File: config.mk
export PLATFORM = sky130hd
export DESIGN_NAME = clk_ratio_det
export DESIGN_NICKNAME = d
export VERILOG_FILES = /design/src/rtl/clk_ratio_det_pkg.sv /design/src/rtl/clk_ratio_det_sync_edge_det.sv /design/src/rtl/clk_ratio_det.sv
export SDC_FILE = /design/constraint.sdc
export NUM_CORES = 1
export LEC_CHECK = 0
export BUFFER_PORTS_ARGS = -buffer_cell sky130_fd_sc_hd__buf_4
export CELL_PAD_IN_SITES_DETAIL_PLACEMENT = 1
export CELL_PAD_IN_SITES_GLOBAL_PLACEMENT = 1
export CORE_ASPECT_RATIO = 1.75
export CORE_MARGIN = 4
export CORE_UTILIZATION = 29
export DETAILED_ROUTE_END_ITERATION = 10
export HOLD_SLACK_MARGIN = 0.05
export PLACE_DENSITY_LB_ADDON = 0.1
export SYNTH_ARGS = -nofsm -noshare
export SYNTH_HDL_FRONTEND = slang
export SYNTH_SLANG_ARGS = --single-unit
File: constraint.sdc
create_clock -name i_ref_clk -period 2.1 [get_ports i_ref_clk]
set_input_delay 0.21 -clock i_ref_clk [delete_from_list [all_inputs] [get_ports i_ref_clk]]
set_output_delay 0.21 -clock i_ref_clk [all_outputs]
set_load 0.1 [all_outputs]
File: src/rtl/clk_ratio_det_pkg.sv
// Shared definitions for the clock ratio detector: FSM encoding and counter limits.
package clk_ratio_det_pkg;

    typedef enum logic [1:0] {
        ST_IDLE      = 2'd0,
        ST_WAIT_EDGE = 2'd1,
        ST_MEASURE   = 2'd2,
        ST_LOCKED    = 2'd3
    } state_t;

    // Saturation value of a width-bit counter (all ones); never wrapped past.
    function automatic logic [31:0] cnt_sat(input int unsigned width);
        return (32'd1 << width) - 32'd1;
    endfunction

endpackage

File: src/rtl/clk_ratio_det_sync_edge_det.sv
// Two-flop synchronizer for the divided clock plus a third flop for rise/fall detection.
module sync_edge_det (
    input  logic i_clk,
    input  logic i_rst_n,
    input  logic i_d,
    output logic rise,
    output logic fall
);

    logic [2:0] sync_q;

    always_ff @(posedge i_clk or negedge i_rst_n) begin
        if (!i_rst_n) begin
            sync_q <= 3'b000;
        end else begin
            sync_q <= {sync_q[1:0], i_d};
        end
    end

    assign rise = sync_q[1] & ~sync_q[2];
    assign fall = ~sync_q[1] & sync_q[2];

endmodule

File: src/rtl/clk_ratio_det.sv
// Measures period (and optionally high time) of i_div_clk in i_ref_clk cycles, with lock/timeout.
// Define CLK_RATIO_DUTY_EN to build the high-time counter behind o_high_cnt.
module clk_ratio_det
    import clk_ratio_det_pkg::*;
#(
    parameter int unsigned Div_Ratio_Width = 8,
    parameter int unsigned Lock_Count      = 2
) (
    input  logic                       i_ref_clk,
    input  logic                       i_rst_n,
    input  logic                       i_en,
    input  logic                       i_div_clk,
    output logic [Div_Ratio_Width-1:0] o_ratio,
    output logic [Div_Ratio_Width-1:0] o_high_cnt,
    output logic                       o_valid,
    output logic                       o_lock,
    output logic                       o_timeout
);

    localparam int unsigned W       = Div_Ratio_Width;
    localparam int unsigned MATCH_W = $clog2(Lock_Count + 1);
    localparam logic [W-1:0] CNT_SAT = W'(cnt_sat(W));
    localparam logic [MATCH_W-1:0] LOCK_N = MATCH_W'(Lock_Count);

    logic rise;
    logic fall;

    sync_edge_det u_sync (
        .i_clk   (i_ref_clk),
        .i_rst_n (i_rst_n),
        .i_d     (i_div_clk),
        .rise    (rise),
        .fall    (fall)
    );

    state_t               state_q, state_d;
    logic [W-1:0]         cnt_q, cnt_d;
    logic [W-1:0]         ratio_q, ratio_d;
    logic [MATCH_W-1:0]   match_q, match_d;
    logic                 have_prev_q, have_prev_d;
    logic                 valid_q, valid_d;
    logic                 lock_q, lock_d;
    logic                 tout_q, tout_d;

    logic                 run;
    logic                 meas;
    logic                 tout_hit;
    logic [MATCH_W-1:0]   match_nxt;
    logic                 lock_reach;

    assign run      = i_en && (state_q != ST_IDLE);
    assign meas     = rise && ((state_q == ST_MEASURE) || (state_q == ST_LOCKED));
    assign tout_hit = !rise && (cnt_q == CNT_SAT);

    // Match tracking: first measurement after idle/timeout has nothing to compare against.
    always_comb begin
        match_nxt = MATCH_W'(1);
        if (have_prev_q && (cnt_q == ratio_q)) begin
            match_nxt = (match_q >= LOCK_N) ? match_q : match_q + MATCH_W'(1);
        end
    end
    assign lock_reach = (match_nxt >= LOCK_N);

    always_ff @(posedge i_ref_clk or negedge i_rst_n) begin
        if (!i_rst_n) begin
            state_q <= ST_IDLE;
        end else begin
            state_q <= state_d;
        end
    end

    always_comb begin
        state_d = state_q;
        if (!i_en) begin
            state_d = ST_IDLE;
        end else begin
            case (state_q)
                ST_IDLE:      state_d = ST_WAIT_EDGE;
                ST_WAIT_EDGE: if (rise) state_d = ST_MEASURE;
                ST_MEASURE: begin
                    if (meas && lock_reach) state_d = ST_LOCKED;
                    else if (tout_hit)      state_d = ST_WAIT_EDGE;
                end
                ST_LOCKED: begin
                    if (meas && !lock_reach) state_d = ST_MEASURE;
                    else if (tout_hit)       state_d = ST_WAIT_EDGE;
                end
                default:      state_d = ST_IDLE;
            endcase
        end
    end

    // Next values of counters and registered outputs; a rise always wins over saturation.
    always_comb begin
        cnt_d       = cnt_q;
        ratio_d     = ratio_q;
        match_d     = match_q;
        have_prev_d = have_prev_q;
        valid_d     = 1'b0;
        lock_d      = lock_q;
        tout_d      = tout_q;
        if (!run) begin
            cnt_d       = '0;
            match_d     = '0;
            have_prev_d = 1'b0;
            lock_d      = 1'b0;
            tout_d      = 1'b0;
        end else begin
            if (rise)          cnt_d = W'(1);
            else if (!tout_hit) cnt_d = cnt_q + W'(1);
            if (meas) begin
                ratio_d     = cnt_q;
                valid_d     = 1'b1;
                match_d     = match_nxt;
                have_prev_d = 1'b1;
                lock_d      = lock_reach;
            end else if (tout_hit) begin
                tout_d      = 1'b1;
                lock_d      = 1'b0;
                match_d     = '0;
                have_prev_d = 1'b0;
            end
        end
    end

    always_ff @(posedge i_ref_clk or negedge i_rst_n) begin
        if (!i_rst_n) begin
            cnt_q       <= '0;
            ratio_q     <= '0;
            match_q     <= '0;
            have_prev_q <= 1'b0;
            valid_q     <= 1'b0;
            lock_q      <= 1'b0;
            tout_q      <= 1'b0;
        end else begin
            cnt_q       <= cnt_d;
            ratio_q     <= ratio_d;
            match_q     <= match_d;
            have_prev_q <= have_prev_d;
            valid_q     <= valid_d;
            lock_q      <= lock_d;
            tout_q      <= tout_d;
        end
    end

`ifdef CLK_RATIO_DUTY_EN
    logic [W-1:0] hi_cnt_q, hi_lat_q, high_q;
    logic         hi_run_q;

    // High time counts from a rise until the following fall, then waits for the next measurement.
    always_ff @(posedge i_ref_clk or negedge i_rst_n) begin
        if (!i_rst_n) begin
            hi_cnt_q <= '0;
            hi_lat_q <= '0;
            hi_run_q <= 1'b0;
            high_q   <= '0;
        end else if (!run) begin
            hi_cnt_q <= '0;
            hi_lat_q <= '0;
            hi_run_q <= 1'b0;
        end else begin
            if (rise) begin
                hi_cnt_q <= W'(1);
                hi_run_q <= 1'b1;
            end else if (fall && hi_run_q) begin
                hi_lat_q <= hi_cnt_q;
                hi_run_q <= 1'b0;
            end else if (hi_run_q && (hi_cnt_q != CNT_SAT)) begin
                hi_cnt_q <= hi_cnt_q + W'(1);
            end
            if (meas) high_q <= hi_lat_q;
        end
    end

    assign o_high_cnt = high_q;
`else
    logic unused_fall;
    assign unused_fall = fall;
    assign o_high_cnt  = '0;
`endif

    assign o_ratio   = ratio_q;
    assign o_valid   = valid_q;
    assign o_lock    = lock_q;
    assign o_timeout = tout_q;

endmodule

==> out/results.txt, run 1 <==
Commonest non-fill, non-tap cell in the layout - dfrtp_1
Via count - 883
WL met2 - 1690 um
Setup crit end kind - flip-flop
Fin. Hold Viols - 0
Cells after Synth - 114
Crit path setup slack, layout - 0.429 ns
CP Launch Type - flip-flop
Synth warn - 0
Maximum clock path buffer count - 2
Min cycle time layout - 1.67 ns
P_leak - 0.000759 uW
Peak supply drop - 0.371 mV
Height of the die - 96.4 um
Initial antenna violation count - 0
Iter 0 DRT Violations - 9
EDFF count, synth - 0
Cell Rows - 31
PwrDens - 675 nW/um2
Final WL - 2940 um
CTS H-Tree Depth - 1
Setup TNS - 0 ns
DRC - 0
Finished Layout Cells - 181
Yosys cell types - 33
Hold Crit Start - i_en
Worst Path Required - 2.28 ns
Register area share after synthesis - 52.1%
Sequential power share - 54.1%
GPL Wtd Cong - 0.720
Commonest cells after routing, fill and taps aside - dfrtp_1, buf_4
Hold path cells - 2
Post-route cell area - 1490 um2
Clock power frac - 30.7%
#FFs+latches synth - 27
DR top layer - met4
Core area - 4230 um2
Largest net degree at the start of global routing - 28
CP max FO - 6
GRT Util Overall - 12.0%
Comb power frac - 15.2%
Wire length on met1 - 1120 um
Clock sinks - 27
Post-synth top flop - dfrtp_1
R2r setup slk - 0.43 ns
Gr ovfl total - 0
Pre-antenna DRT Iters - 2
Clock buffer count from CTS - 3
Total die area - 5650 um2
Mapped Area - 1300 um2
Antenna cell count - 0
Slew Limit Fails - 0
Unrepaired setup endpoints after global routing - no
Crit path kind - reg2reg
Met3 wire len - 67 um
Area grow syn2layout - 15.0%
WL/cell - 16.2 um
Fmax - 599 MHz
Layout Skew - 0.00899 ns
Hold endpoint - state_q[1]
Sw power - 310 uW
Worst Hold Class - in2reg
Post-synth ARST share - 100%
Placed Cells - 175
R2R cell count - 5
HPWL after DPL - 2250 um
Mean cell area of the mapped netlist - 11.4 um2
Vias per Instance - 4.88
# resized after CTS - 0
Final setup vio count - 0
Max cap viols - 0
Vias in the first global route - 1007
Status - finished, final reports clean
Switching fraction of total power - 30.8%
Final-stage net count - 139
Count of input and output buffers - 14
I/O pin count - 23
Setup WS pre-CTS - 0.426 ns
Clock Latency Late Sink - 0.28 ns
First-pass GRT wire length - 5050 um
CTS root buf - clkbuf_8
R2r endpoint - match_q[0]
Clk pin slew, worst setup/hold paths - 0.10 ns
Placed instance area - 1420 um2
FF-to-FF Start - cnt_q[0]
Post-DRT Antenna Nets - 0
Die width - 58.5 um
Layout cell share with drive strength beyond 1 - 22.7%
Initial core utilization - 30.7%
Crit path DAT - 1.85 ns
Int Pwr - 695 uW
Final worst-path cycle share - 79.6%
CTS tree - built
cell usage after synthesis (3+ instances only):
master | n | share of area (%)
buf_4 | 8 | 4.6
dfrtp_1 | 27 | 52
nand2b_1 | 3 | 1.4
xnor2_1 | 4 | 2.7
mux2i_1 | 3 | 2.3
inv_1 | 3 | 0.87
nand2_1 | 4 | 1.2
a21oi_1 | 8 | 3.1
and3_1 | 3 | 1.4
nor2_1 | 6 | 1.7
xor2_1 | 8 | 5.4
mux2_2 | 8 | 7.0
worst max-delay path, stage by stage (launching register included):
cell	delay [ns]
dfrtp_1	0.45
ha_1	0.24
and4_4	0.29
a311oi_2	0.14
and2_1	0.20
a211o_1	0.26
kinds of logic after synthesis:
group                      count (synthesis)  synth area share [%]
other                                      1                 0.289
AOI/OAI and AO/OA                         17                  8.49
buffers and inverters                     13                  6.18
DFF                                       27                  52.1
muxes                                     11                  9.27
and+or+nand+nor                           31                  13.6
adders and majority gates                  2                  1.93
xor gates and xnor gates                  12                  8.11
state kept, by name, indices dropped and copies added, names as in the netlist:
register / flops
u_sync.sync_q: 3
state_q: 2
cnt_q: 8
o_valid: 1
o_timeout: 1
have_prev_q: 1
o_ratio: 8
match_q: 2
o_lock: 1
through the flow:
| step | power, uW | hold slack [ns] | utilization [%] |
|---|---|---|---|
| finish | 1010 | 0.182 | 35.2 |
| detailed placement | 707 | 0.159 | 33.7 |
| floorplan | 684 | -0.0856 | - |
| CTS | 1020 | 0.180 | 35.2 |
| global placement | 705 | 0.151 | 33.7 |
| global route | 1060 | 0.182 | 35.2 |
routing by layer:
| layer | vias to the layer above | global-route usage [%] |
|---|---|---|
| met1 | 454 | 12.6 |
| met2 | 11 | 22.7 |
| li1 | 412 | - |
| met4 | 0 | 5.80 |
| met3 | 6 | 1.73 |
| met5 | - | 0 |
worst max path at each step:
stage | startpoint | endpoint | slack, ns | cells after the start
after global placement | cnt_q[0] | state_q[0] | 0.47 | 5
after floorplan | o_ratio[1] | match_q[0] | 0.15 | 4
after CTS | cnt_q[0] | match_q[0] | 0.40 | 5
after detailed placement | cnt_q[0] | match_q[0] | 0.43 | 5
final | cnt_q[0] | match_q[0] | 0.43 | 5
after global routing | cnt_q[0] | match_q[0] | 0.34 | 5
cell type report:
| class | instances | area [um2] |
|---|---|---|
| clock buffer | 3 | 41.3 |
| timing repair buffer | 16 | 125 |
| clock inverter | 1 | 5.00 |
| sequential | 27 | 676 |
| inverter | 4 | 15.0 |
| tap | 49 | 61.3 |
| fill | 494 | 2740 |
| multi-input combinational | 81 | 567 |
power by group through the flow:
stage,registers (uW),logic (uW),clock network (uW)
floorplan,576,107,0
global placement,554,151,0
detailed placement,555,152,0
CTS,544,156,324
global route,547,164,347
finish,544,153,309
repair_timing:
| item | CTS | global route |
|---|---|---|
| hold buffers | 2 | 0 |
| setup buffers | 0 | 0 |
| hold endpoints to repair | 28 | 0 |
(Power assumes the default switching activity.)
==> run 2: changes to the inputs <==
- ABC_AREA: not set -> 1
- clock period: 2.1 -> 1.47 ns (I/O delays scaled with it)
==> run 2 against run 1 <==
Power grew to 3.2 times the previous value; synthesized cell count rose by 49%; clock-buffer cell count stayed put; maximum frequency is 10% higher; hold slack worse by 0.091 ns; register-to-register slack worse by 0.48 ns; clock power grew 50%; the run now ends with negative setup slack left; first-iteration DRC count up 78%; clock skew fell by 0.0043 ns.
==> out/results.txt, run 2 <==
Post-DRT Antenna Nets - 0
Post-synth top flop - dfrtp_1
Comb power frac - 51.5%
Largest family of logic cells by synthesized area - simple AND/OR/NAND/NOR gates
Count leader, synth - nand2_1
Largest area contributor in the netlist - dfrtp_1
Post-synth ARST share - 100%
Placed instance area - 1730 um2
Fmax - 660 MHz
Setup crit end kind - flip-flop
P_leak - 0.000925 uW
Crit path setup slack, layout - -0.0458 ns
Core area - 4930 um2
Final-stage net count - 219
Clk pin slew, worst setup/hold paths - 0.10 ns
Yosys cell types - 30
Clock sinks - 27
CTS root buf - clkbuf_8
Maximum clock path buffer count - 2
Sequential power share - 34.2%
Unrepaired setup endpoints after global routing - yes
Yosys top cell area share - 46.0%
Worst Hold Class - in2reg
Pre-antenna DRT Iters - 3
First-pass GRT wire length - 6040 um
Crit path kind - reg2reg
Synth top cells by count - nand2_1, inv_1, dfrtp_1, o21ai_0, buf_4
Setup WS pre-CTS - -0.140 ns
Clock Latency Late Sink - 0.28 ns
Register area share after synthesis - 46.0%
Vias in the first global route - 1267
Crit path DAT - 1.73 ns
GRT Util Overall - 12.8%
Slew Limit Fails - 0
GPL Wtd Cong - 0.791
Die width - 61.8 um
CTS tree - built
CP max FO - 6
Cell Rows - 34
Clock buffer count from CTS - 3
Min cycle time layout - 1.52 ns
Adder-cell share of the synthesized area - 1.70%
#FFs+latches synth - 27
Commonest non-fill, non-tap cell in the layout - buf_4
Placed Cells - 251
Height of the die - 102 um
Vias per Instance - 4.55
Synth Area in Simple Gates - 25.6%
EDFF count, synth - 0
Cells after Synth - 170
Switching fraction of total power - 51.5%
HPWL after DPL - 2720 um
Synth top area cells - dfrtp_1, nand2_1, inv_1
WL/cell - 13.5 um
DRC - 0
Commonest cells after routing, fill and taps aside - buf_4, nand2_1, inv_1
Gr ovfl total - 0
I/O pin count - 23
PwrDens - 1670 nW/um2
Antenna cell count - 0
Sw power - 1670 uW
Clock power frac - 14.4%
Failing checks - negative setup slack
Via count - 1209
Largest net degree at the start of global routing - 28
Final setup vio count - 9
Initial core utilization - 29.8%
Fin. Hold Viols - 0
Complex-gate fraction of the synthesized area - 10.7%
Post-route cell area - 1930 um2
Area grow syn2layout - 31.7%
Mean cell area of the mapped netlist - 8.64 um2
CP Launch Type - flip-flop
Synth Area in XOR/XNOR - 2.39%
Count of input and output buffers - 14
Int Pwr - 1570 uW
Mapped Area - 1470 um2
Final worst-path cycle share - 103%
Max cap viols - 0
Total die area - 6310 um2
Synth warn - 0
Finished Layout Cells - 266
Worst Path Required - 1.69 ns
FILL cells - 587
Status - finished with violations
Tightest hold margin - 0.0918 ns
Peak supply drop - 1.01 mV
CTS H-Tree Depth - 1
Layout Skew - 0.00468 ns
Initial antenna violation count - 0
Layout cell share with drive strength beyond 1 - 40.1%
Iter 0 DRT Violations - 16
Mux share of post-synthesis cell area - 0%
Final WL - 3590 um
run 2: cell types whose count changed after synthesis, moves of 5 or more:
cell	delta
inv_1	+26
nor2_4	+5
o21ai_0	+13
nand2_1	+33
xor2_1	-5
a21oi_1	-5
mux2_2	-8
run 2: per-layer routing:
layer  global-route usage, %  vias to the layer above  part of all wire (%)
met4                    5.39                        0                   2.5
li1                        -                      593                     -
met5                       0                        -                     0
met2                    22.4                       15                    58
met3                    1.77                        7                   2.1
met1                    15.1                      594                    38
run 2: worst paths after layout:
check	from	slack, ns	endpoint	cells past startpoint
worst max-delay path	cnt_q[0]	-0.05	cnt_q[1]	11
worst min-delay path	i_en	0.09	state_q[0]	3
worst max register to register	cnt_q[0]	-0.05	cnt_q[1]	11
worst min register to register	u_sync.sync_q[0]	0.37	u_sync.sync_q[1]	0
max in group asynchronous	i_rst_n	0.86	o_ratio[2]	2
min in group asynchronous	i_rst_n	0.31	o_valid	2
run 2: worst max-delay path, stage by stage, from the launching register on:
cell     delay, ns
dfrtp_1       0.39
ha_2          0.20
nand2_2       0.06
inv_2         0.08
nand3_4       0.07
nor2_4        0.10
nand2_2       0.07
nor2_4        0.11
nand2_4       0.10
nand2_4       0.09
nand2_4       0.08
o21ai_2       0.11
run 2: cell families (layout without fill, tap and decap cells):
logic type      Yosys count  after routing
compound gates           26             26
xor+xnor                  4              4
fa+ha+maj                 2              2
buf+inv                  42             77
flops                    27             27
other cells               1              8
simple gates             68             68
run 2: per-stage QoR:
step / utilization, % / TNS, ns / total power (uW)
after global routing: 39.2 / -1.72 / 3460
after global placement: 35.1 / -0.235 / 2690
after CTS: 37.4 / -0.252 / 3230
after floorplan: - / 0 / 2320
after detailed placement: 35.1 / -0.656 / 2710
final: 39.2 / -0.227 / 3240
run 2: layout make-up:
class	count	area, um2	share of cell area [%]
Inverter	33	124	6.40
Tap cell	54	67.6	3.49
Multi-Input combinational cell	108	684	35.4
Sequential cell	27	703	36.4
Clock inverter	1	8.76	0.453
Clock buffer	3	41.3	2.13
Timing Repair Buffer	40	305	15.8
run 2: power by group through the flow:
stage	Clock, uW	Combinational (uW)	Sequential (uW)
final	465	1670	1110
after global routing	525	1800	1140
after CTS	499	1620	1110
after detailed placement	0	1590	1120
after global placement	0	1580	1120
after floorplan	0	573	1750
run 2: what timing repair did:
item	4_1_cts	5_1_grt
pin swaps	1	6
hold buffers	2	0
endpoints found under the hold margin	28	0
resized for setup	8	16
buffers inserted	3	6
setup endpoints to repair	13	23
